==> src/rtl/vga_timing_gen_if.sv <==
// rtl/vga_timing_gen_if.sv - scan-position and sync bundle between the raster generator and the drawing stages
//
// Purpose: carries the raster position, visibility flag, sync pulses and the
// frame marker from vga_timing_gen (master) to the sprite/palette stages and
// VGA pins (slave).
// Signals:
//   DrawX       [9:0] horizontal position, 0..H_TOTAL-1
//   DrawY       [9:0] vertical position, 0..V_TOTAL-1
//   blank             1 = visible pixel, 0 = blanking
//   hs                horizontal sync, active low, delayed
//   vs                vertical sync, active low, delayed
//   frame_start       one-cycle pulse at (0,0)
interface vga_timing_gen_if;
   logic [9:0] DrawX;
   logic [9:0] DrawY;
   logic       blank;
   logic       hs;
   logic       vs;
   logic       frame_start;

   modport master (
      output DrawX,
      output DrawY,
      output blank,
      output hs,
      output vs,
      output frame_start
   );

   modport slave (
      input DrawX,
      input DrawY,
      input blank,
      input hs,
      input vs,
      input frame_start
   );
endinterface

==> src/rtl/vga_timing_gen.sv <==
// rtl/vga_timing_gen.sv - 640x480@60 raster timing generator with delayed sync
//
// Purpose: free-running horizontal/vertical counters giving the scan position,
// a registered visibility flag and frame marker aligned with that position,
// and hs/vs sync delayed by SYNC_DELAY cycles to line up with registered RGB.
// Ports:
//   vga_clk   in   pixel clock, all logic on the rising edge
//   reset_n   in   synchronous active-low reset
//   vga       out  master side of vga_timing_gen_if (DrawX, DrawY, blank,
//                  hs, vs, frame_start)
module vga_timing_gen #(
   parameter int H_ACTIVE   = 640,
   parameter int H_FP       = 16,
   parameter int H_SYNC     = 96,
   parameter int H_BP       = 48,
   parameter int V_ACTIVE   = 480,
   parameter int V_FP       = 10,
   parameter int V_SYNC     = 2,
   parameter int V_BP       = 33,
   parameter int SYNC_DELAY = 1
) (
   input logic              vga_clk,
   input logic              reset_n,
   vga_timing_gen_if.master vga
);

   localparam int H_TOTAL = H_ACTIVE + H_FP + H_SYNC + H_BP;
   localparam int V_TOTAL = V_ACTIVE + V_FP + V_SYNC + V_BP;

   // All compare constants are 10-bit so every comparison is unsigned 10-bit.
   localparam logic [9:0] H_LAST   = 10'(H_TOTAL - 1);
   localparam logic [9:0] V_LAST   = 10'(V_TOTAL - 1);
   localparam logic [9:0] H_VIS    = 10'(H_ACTIVE);
   localparam logic [9:0] V_VIS    = 10'(V_ACTIVE);
   localparam logic [9:0] HS_FIRST = 10'(H_ACTIVE + H_FP);
   localparam logic [9:0] HS_LAST  = 10'(H_ACTIVE + H_FP + H_SYNC - 1);
   localparam logic [9:0] VS_FIRST = 10'(V_ACTIVE + V_FP);
   localparam logic [9:0] VS_LAST  = 10'(V_ACTIVE + V_FP + V_SYNC - 1);

   logic [9:0] hc_q, hc_d;
   logic [9:0] vc_q, vc_d;
   logic       blank_q, blank_d;
   logic       fs_q, fs_d;
   logic       hraw_q, hraw_d;
   logic       vraw_q, vraw_d;

   // Flags are decoded from the next counter values so that, once registered,
   // they describe the same pixel as hc_q/vc_q.
   always_comb begin
      hc_d = hc_q + 10'd1;
      vc_d = vc_q;
      if (hc_q == H_LAST) begin
         hc_d = '0;
         vc_d = (vc_q == V_LAST) ? '0 : vc_q + 10'd1;
      end
      blank_d = (hc_d < H_VIS) && (vc_d < V_VIS);
      fs_d    = (hc_d == '0) && (vc_d == '0);
      hraw_d  = !((hc_d >= HS_FIRST) && (hc_d <= HS_LAST));
      vraw_d  = !((vc_d >= VS_FIRST) && (vc_d <= VS_LAST));
   end

   // Reset state is pixel (0,0) of a frame, so blank and frame_start are set.
   always_ff @(posedge vga_clk) begin
      if (!reset_n) begin
         hc_q    <= '0;
         vc_q    <= '0;
         blank_q <= 1'b1;
         fs_q    <= 1'b1;
         hraw_q  <= 1'b1;
         vraw_q  <= 1'b1;
      end else begin
         hc_q    <= hc_d;
         vc_q    <= vc_d;
         blank_q <= blank_d;
         fs_q    <= fs_d;
         hraw_q  <= hraw_d;
         vraw_q  <= vraw_d;
      end
   end

   assign vga.DrawX       = hc_q;
   assign vga.DrawY       = vc_q;
   assign vga.blank       = blank_q;
   assign vga.frame_start = fs_q;

   generate
      if (SYNC_DELAY == 0) begin : g_no_delay
         assign vga.hs = hraw_q;
         assign vga.vs = vraw_q;
      end else begin : g_delay
         logic [SYNC_DELAY-1:0] hs_dly_q;
         logic [SYNC_DELAY-1:0] vs_dly_q;

         // Filling with 1 on reset keeps sync inactive for SYNC_DELAY cycles
         // after any reset, whatever was in flight.
         always_ff @(posedge vga_clk) begin
            if (!reset_n) begin
               hs_dly_q <= '1;
               vs_dly_q <= '1;
            end else begin
               hs_dly_q[0] <= hraw_q;
               vs_dly_q[0] <= vraw_q;
               for (int i = 1; i < SYNC_DELAY; i++) begin
                  hs_dly_q[i] <= hs_dly_q[i-1];
                  vs_dly_q[i] <= vs_dly_q[i-1];
               end
            end
         end

         assign vga.hs = hs_dly_q[SYNC_DELAY-1];
         assign vga.vs = vs_dly_q[SYNC_DELAY-1];
      end
   endgenerate

endmodule

==> src/flat_wrapper.sv <==
// flat-port wrapper written by rule: the top's interface ports become plain ports
module vga_timing_gen_flat 
#(
   parameter int H_ACTIVE   = 640,
   parameter int H_FP       = 16,
   parameter int H_SYNC     = 96,
   parameter int H_BP       = 48,
   parameter int V_ACTIVE   = 480,
   parameter int V_FP       = 10,
   parameter int V_SYNC     = 2,
   parameter int V_BP       = 33,
   parameter int SYNC_DELAY = 1
)
  (vga_clk, reset_n, vga_DrawX, vga_DrawY, vga_blank, vga_hs, vga_vs, vga_frame_start);
  vga_timing_gen_if vga_i ();
  input logic vga_clk;
  input logic reset_n;
  output wire logic [$bits(vga_i.DrawX)-1:0] vga_DrawX;
  output wire logic [$bits(vga_i.DrawY)-1:0] vga_DrawY;
  output wire logic [$bits(vga_i.blank)-1:0] vga_blank;
  output wire logic [$bits(vga_i.hs)-1:0] vga_hs;
  output wire logic [$bits(vga_i.vs)-1:0] vga_vs;
  output wire logic [$bits(vga_i.frame_start)-1:0] vga_frame_start;
  assign vga_DrawX = vga_i.DrawX;
  assign vga_DrawY = vga_i.DrawY;
  assign vga_blank = vga_i.blank;
  assign vga_hs = vga_i.hs;
  assign vga_vs = vga_i.vs;
  assign vga_frame_start = vga_i.frame_start;
  vga_timing_gen #(.H_ACTIVE(H_ACTIVE), .H_FP(H_FP), .H_SYNC(H_SYNC), .H_BP(H_BP), .V_ACTIVE(V_ACTIVE), .V_FP(V_FP), .V_SYNC(V_SYNC), .V_BP(V_BP), .SYNC_DELAY(SYNC_DELAY)) u_core (.vga_clk(vga_clk), .reset_n(reset_n), .vga(vga_i));
endmodule
==> config.mk <==
export PLATFORM = sky130hd
export DESIGN_NAME = vga_timing_gen_flat
export DESIGN_NICKNAME = d
export VERILOG_FILES = /design/src/rtl/vga_timing_gen_if.sv /design/src/rtl/vga_timing_gen.sv /design/src/flat_wrapper.sv
export SDC_FILE = /design/constraint.sdc
export NUM_CORES = 1
export LEC_CHECK = 0
export ABC_CLOCK_PERIOD_IN_PS = 5800
export CAP_MARGIN = 30
export CORE_MARGIN = 2
export CORE_UTILIZATION = 50
export DETAILED_ROUTE_END_ITERATION = 10
export PLACE_DENSITY = 0.76
export SYNTH_ARGS = -nofsm -noshare
export SYNTH_HDL_FRONTEND = slang
export SYNTH_SLANG_ARGS = --single-unit
==> constraint.sdc <==
create_clock -name vga_clk -period 5.8 [get_ports vga_clk]
set_input_delay 1.16 -clock vga_clk [delete_from_list [all_inputs] [get_ports vga_clk]]
set_output_delay 1.16 -clock vga_clk [all_outputs]
set_load 0.02 [all_outputs]
==> flow_metrics.tcl <==
set metrics [dict create \
    status "completed" \
    yosys_warnings 0 \
    cts-root-buf "clkbuf_4" \
    via_per_inst 5.87 \
    synthToLayoutAreaGrowth_pct 18.1 \
    crit_chain "clkdlybuf4s50_1" \
    clk_pin_slew_ps 140 \
    gp_congestion 0.863 \
    maxCapViolCount 0 \
    io_pins 26 \
    coreArea_sq_mm 0.00278 \
    grt_pass1_wl_mm 5.72 \
    portBuffers 25 \
    dp.cells 215 \
    overflow 0 \
    worstPathRequired_ps 4640 \
    drtIter0Drc 50 \
    fin_nets 195 \
    drive_above_1_share_pct 9.57 \
    drtAntennaViolNets 0 \
    first_global_vias 1201 \
    vias 1286 \
    p_leak_uw 0.000650 \
    hold_viol 0 \
    setup_violations 0 \
    final_cell_count_no_fill 219 \
    antenna_cells 0 \
    synthArstFlopShare_pct 0 \
    post-route-drc-count 0 \
    cts_tree "done" \
    max_freq_mhz 364 \
    holdWs_ps 441 \
    synth-main-ff-cell "dfxtp_1" \
    crit_path_end_kind "primary output" \
    dp_hpwl_mm 2.47 \
    cts.path.max_buffers 2 \
    syn_inst 170 \
    worst_setup_path_start_kind "flip-flop" \
    critPathKind "flip-flop to primary output" \
    worst_ep_arrival_time_ps 1590 \
    synth.distinct_cells 51 \
    synth_seq_cells 26 \
    fin_crit_ps 2750 \
    placement_rows 19 \
    cts_max_level 1 \
    cp-startpoint "u_core.vga.DrawX[5]" \
    synthTopCellsByArea "dfxtp_1, nor2_1, xnor2_1" \
    initial_utilization_pct 53.4 \
    fillers 249 \
    cts_resized 0 \
    yosysMostFrequentCell "dfxtp_1" \
    timing.rr.start "u_core.vga.DrawX[0]" \
    p_per_area_mw_per_mm2 184 \
    cts_buffers 3 \
    die_h_um 58.5 \
    maxSlewViolCount 0 \
    grt_start_max_net_pins 16 \
    relSlewSlack_pct 66.1 \
    synth.avg_cell_area_sq_um 8.74 \
    synth_edf_count 0 \
    peakVddDrop_uv 148 \
    crit_slowest_cell "clkdlybuf4s50_1" \
    synth_area_sq_mm 0.00149 \
    grt.total_usage_pct 21.9 \
    holdCritStartpoint "u_core.vraw_q" \
    hold_buffers 0 \
    synth_common_cells "dfxtp_1, nor2_1, nand2_1" \
    antenna_found_initial 0 \
    wl_per_cell_um 15.5 \
    cp_top_family "buffers and inverters" \
    clk_latency_ps 330 \
    routed_wl_mm 3.40 \
    postCtsSetupBuffers 0 \
    hp-class "flip-flop to flip-flop" \
    finClkSkew_ps 2.12 \
    rsz0062_at_grt "no" \
    period_share_pct 47.4 \
    netlist.area_leader.share_pct 35.0 \
    first_pass_iters 4 \
    ys_seq_area_share_pct 35.0 \
    critical-path-max-stage-delay_ps 680 \
    cts.sinks 26 \
    setup_tns_ps 0 \
    critPathBufInv 1 \
    tightest_slew_ps 508 \
    die-area_sq_mm 0.00342 \
    dieWidth_um 58.5 \
    yosys.area.top_type "dfxtp_1" \
    path_max_fanout 10 \
    synth.net_count 176 \
]
## layout by cell type, fill, tap and decap left out, drive strengths merged, types with 2 or more instances in the layout
| cell | synthesis | final |
|---|---|---|
| dfxtp | 26 | 26 |
| clkdlybuf4s50 | 0 | 25 |
| nor2 | 22 | 22 |
| nand2 | 14 | 14 |
| nand3 | 9 | 9 |
| xnor2 | 9 | 9 |
| nor4 | 7 | 7 |
| o21ai | 7 | 7 |
| inv | 6 | 6 |
| nor3 | 6 | 6 |
| xor2 | 5 | 5 |
| a21oi | 5 | 5 |
| ha | 4 | 4 |
| nand4 | 4 | 4 |
| nand2b | 3 | 3 |
| a211oi | 3 | 3 |
| clkbuf | 3 | 3 |
| and3 | 3 | 3 |
| nor3b | 3 | 3 |
| and4 | 2 | 2 |
| nand3b | 2 | 2 |
| and2 | 2 | 2 |
| nand4b | 2 | 2 |
| a21o | 2 | 2 |
## power breakdown
group          leakage (uW)  switching [uW]  internal (uW)
sequential         0.000211            2.38            181
clock             0.0000279            54.7           69.9
combinational      0.000411            8.05           6.27
total              0.000650            65.2            257
## area by class of cell
class / instances / area, sq um / share of cell area, %
clock buffer: 3 / 22.5 / 1.28
clock inverter: 1 / 30.0 / 1.71
inverter: 6 / 22.5 / 1.28
multi-input combinational: 127 / 870 / 49.6
sequential: 26 / 520 / 29.7
tap: 31 / 38.8 / 2.21
timing repair buffer: 25 / 250 / 14.3
## layer usage
layer | GRT usage [%] | vias to the layer above | share of wire, %
met1 | 29.9 | 609 | 46
met3 | 2.42 | 5 | 4.0
met4 | 10.3 | 0 | 1.6
met2 | 34.7 | 39 | 48
met5 | 0 | - | 0
li1 | - | 633 | -
## state kept, by name, indices dropped and copies added (netlist names)
register / count
u_core.hraw_q: 1
u_core.vga.frame_start: 1
u_core.vga.vs: 1
u_core.vga.hs: 1
u_core.vga.DrawX: 10
u_core.vga.blank: 1
u_core.vraw_q: 1
u_core.vga.DrawY: 10
## final timing paths
check	end	slack [ps]	depth (start not counted)
worst min register to register	u_core.vga.vs	440	1
worst max register to register	u_core.vga.frame_start	3350	7
worst min-delay path	u_core.vga.vs	440	1
worst max-delay path	vga_DrawX[5]	3050	1
## through the flow
step	util, %	total power [uW]	cell area [sq um]	setup slack (ps)
after CTS	63.1	325	1750	3050
after global placement	61.2	201	1700	3120
after detailed placement	61.2	201	1700	3050
after floorplan	-	195	1490	3650
final	63.1	322	1750	3050
after global routing	63.1	332	1750	2980
## cells by family (layout without fill, tap and decap cells)
family                   after synthesis  after routing  share of synthesized area [%]
AND/OR/NAND/NOR                       83             83                           34.0
adder cells (fa/ha/maj)                4              4                           3.37
buffers and inverters                 17             35                           6.40
XOR/XNOR                              14             14                           8.26
multiplexers                           1              1                          0.674
flip-flops                            26             26                           35.0
AO/OA/AOI/OAI                         25             25                           12.3
No activity file was read; power rests on OpenSTA's default activity.
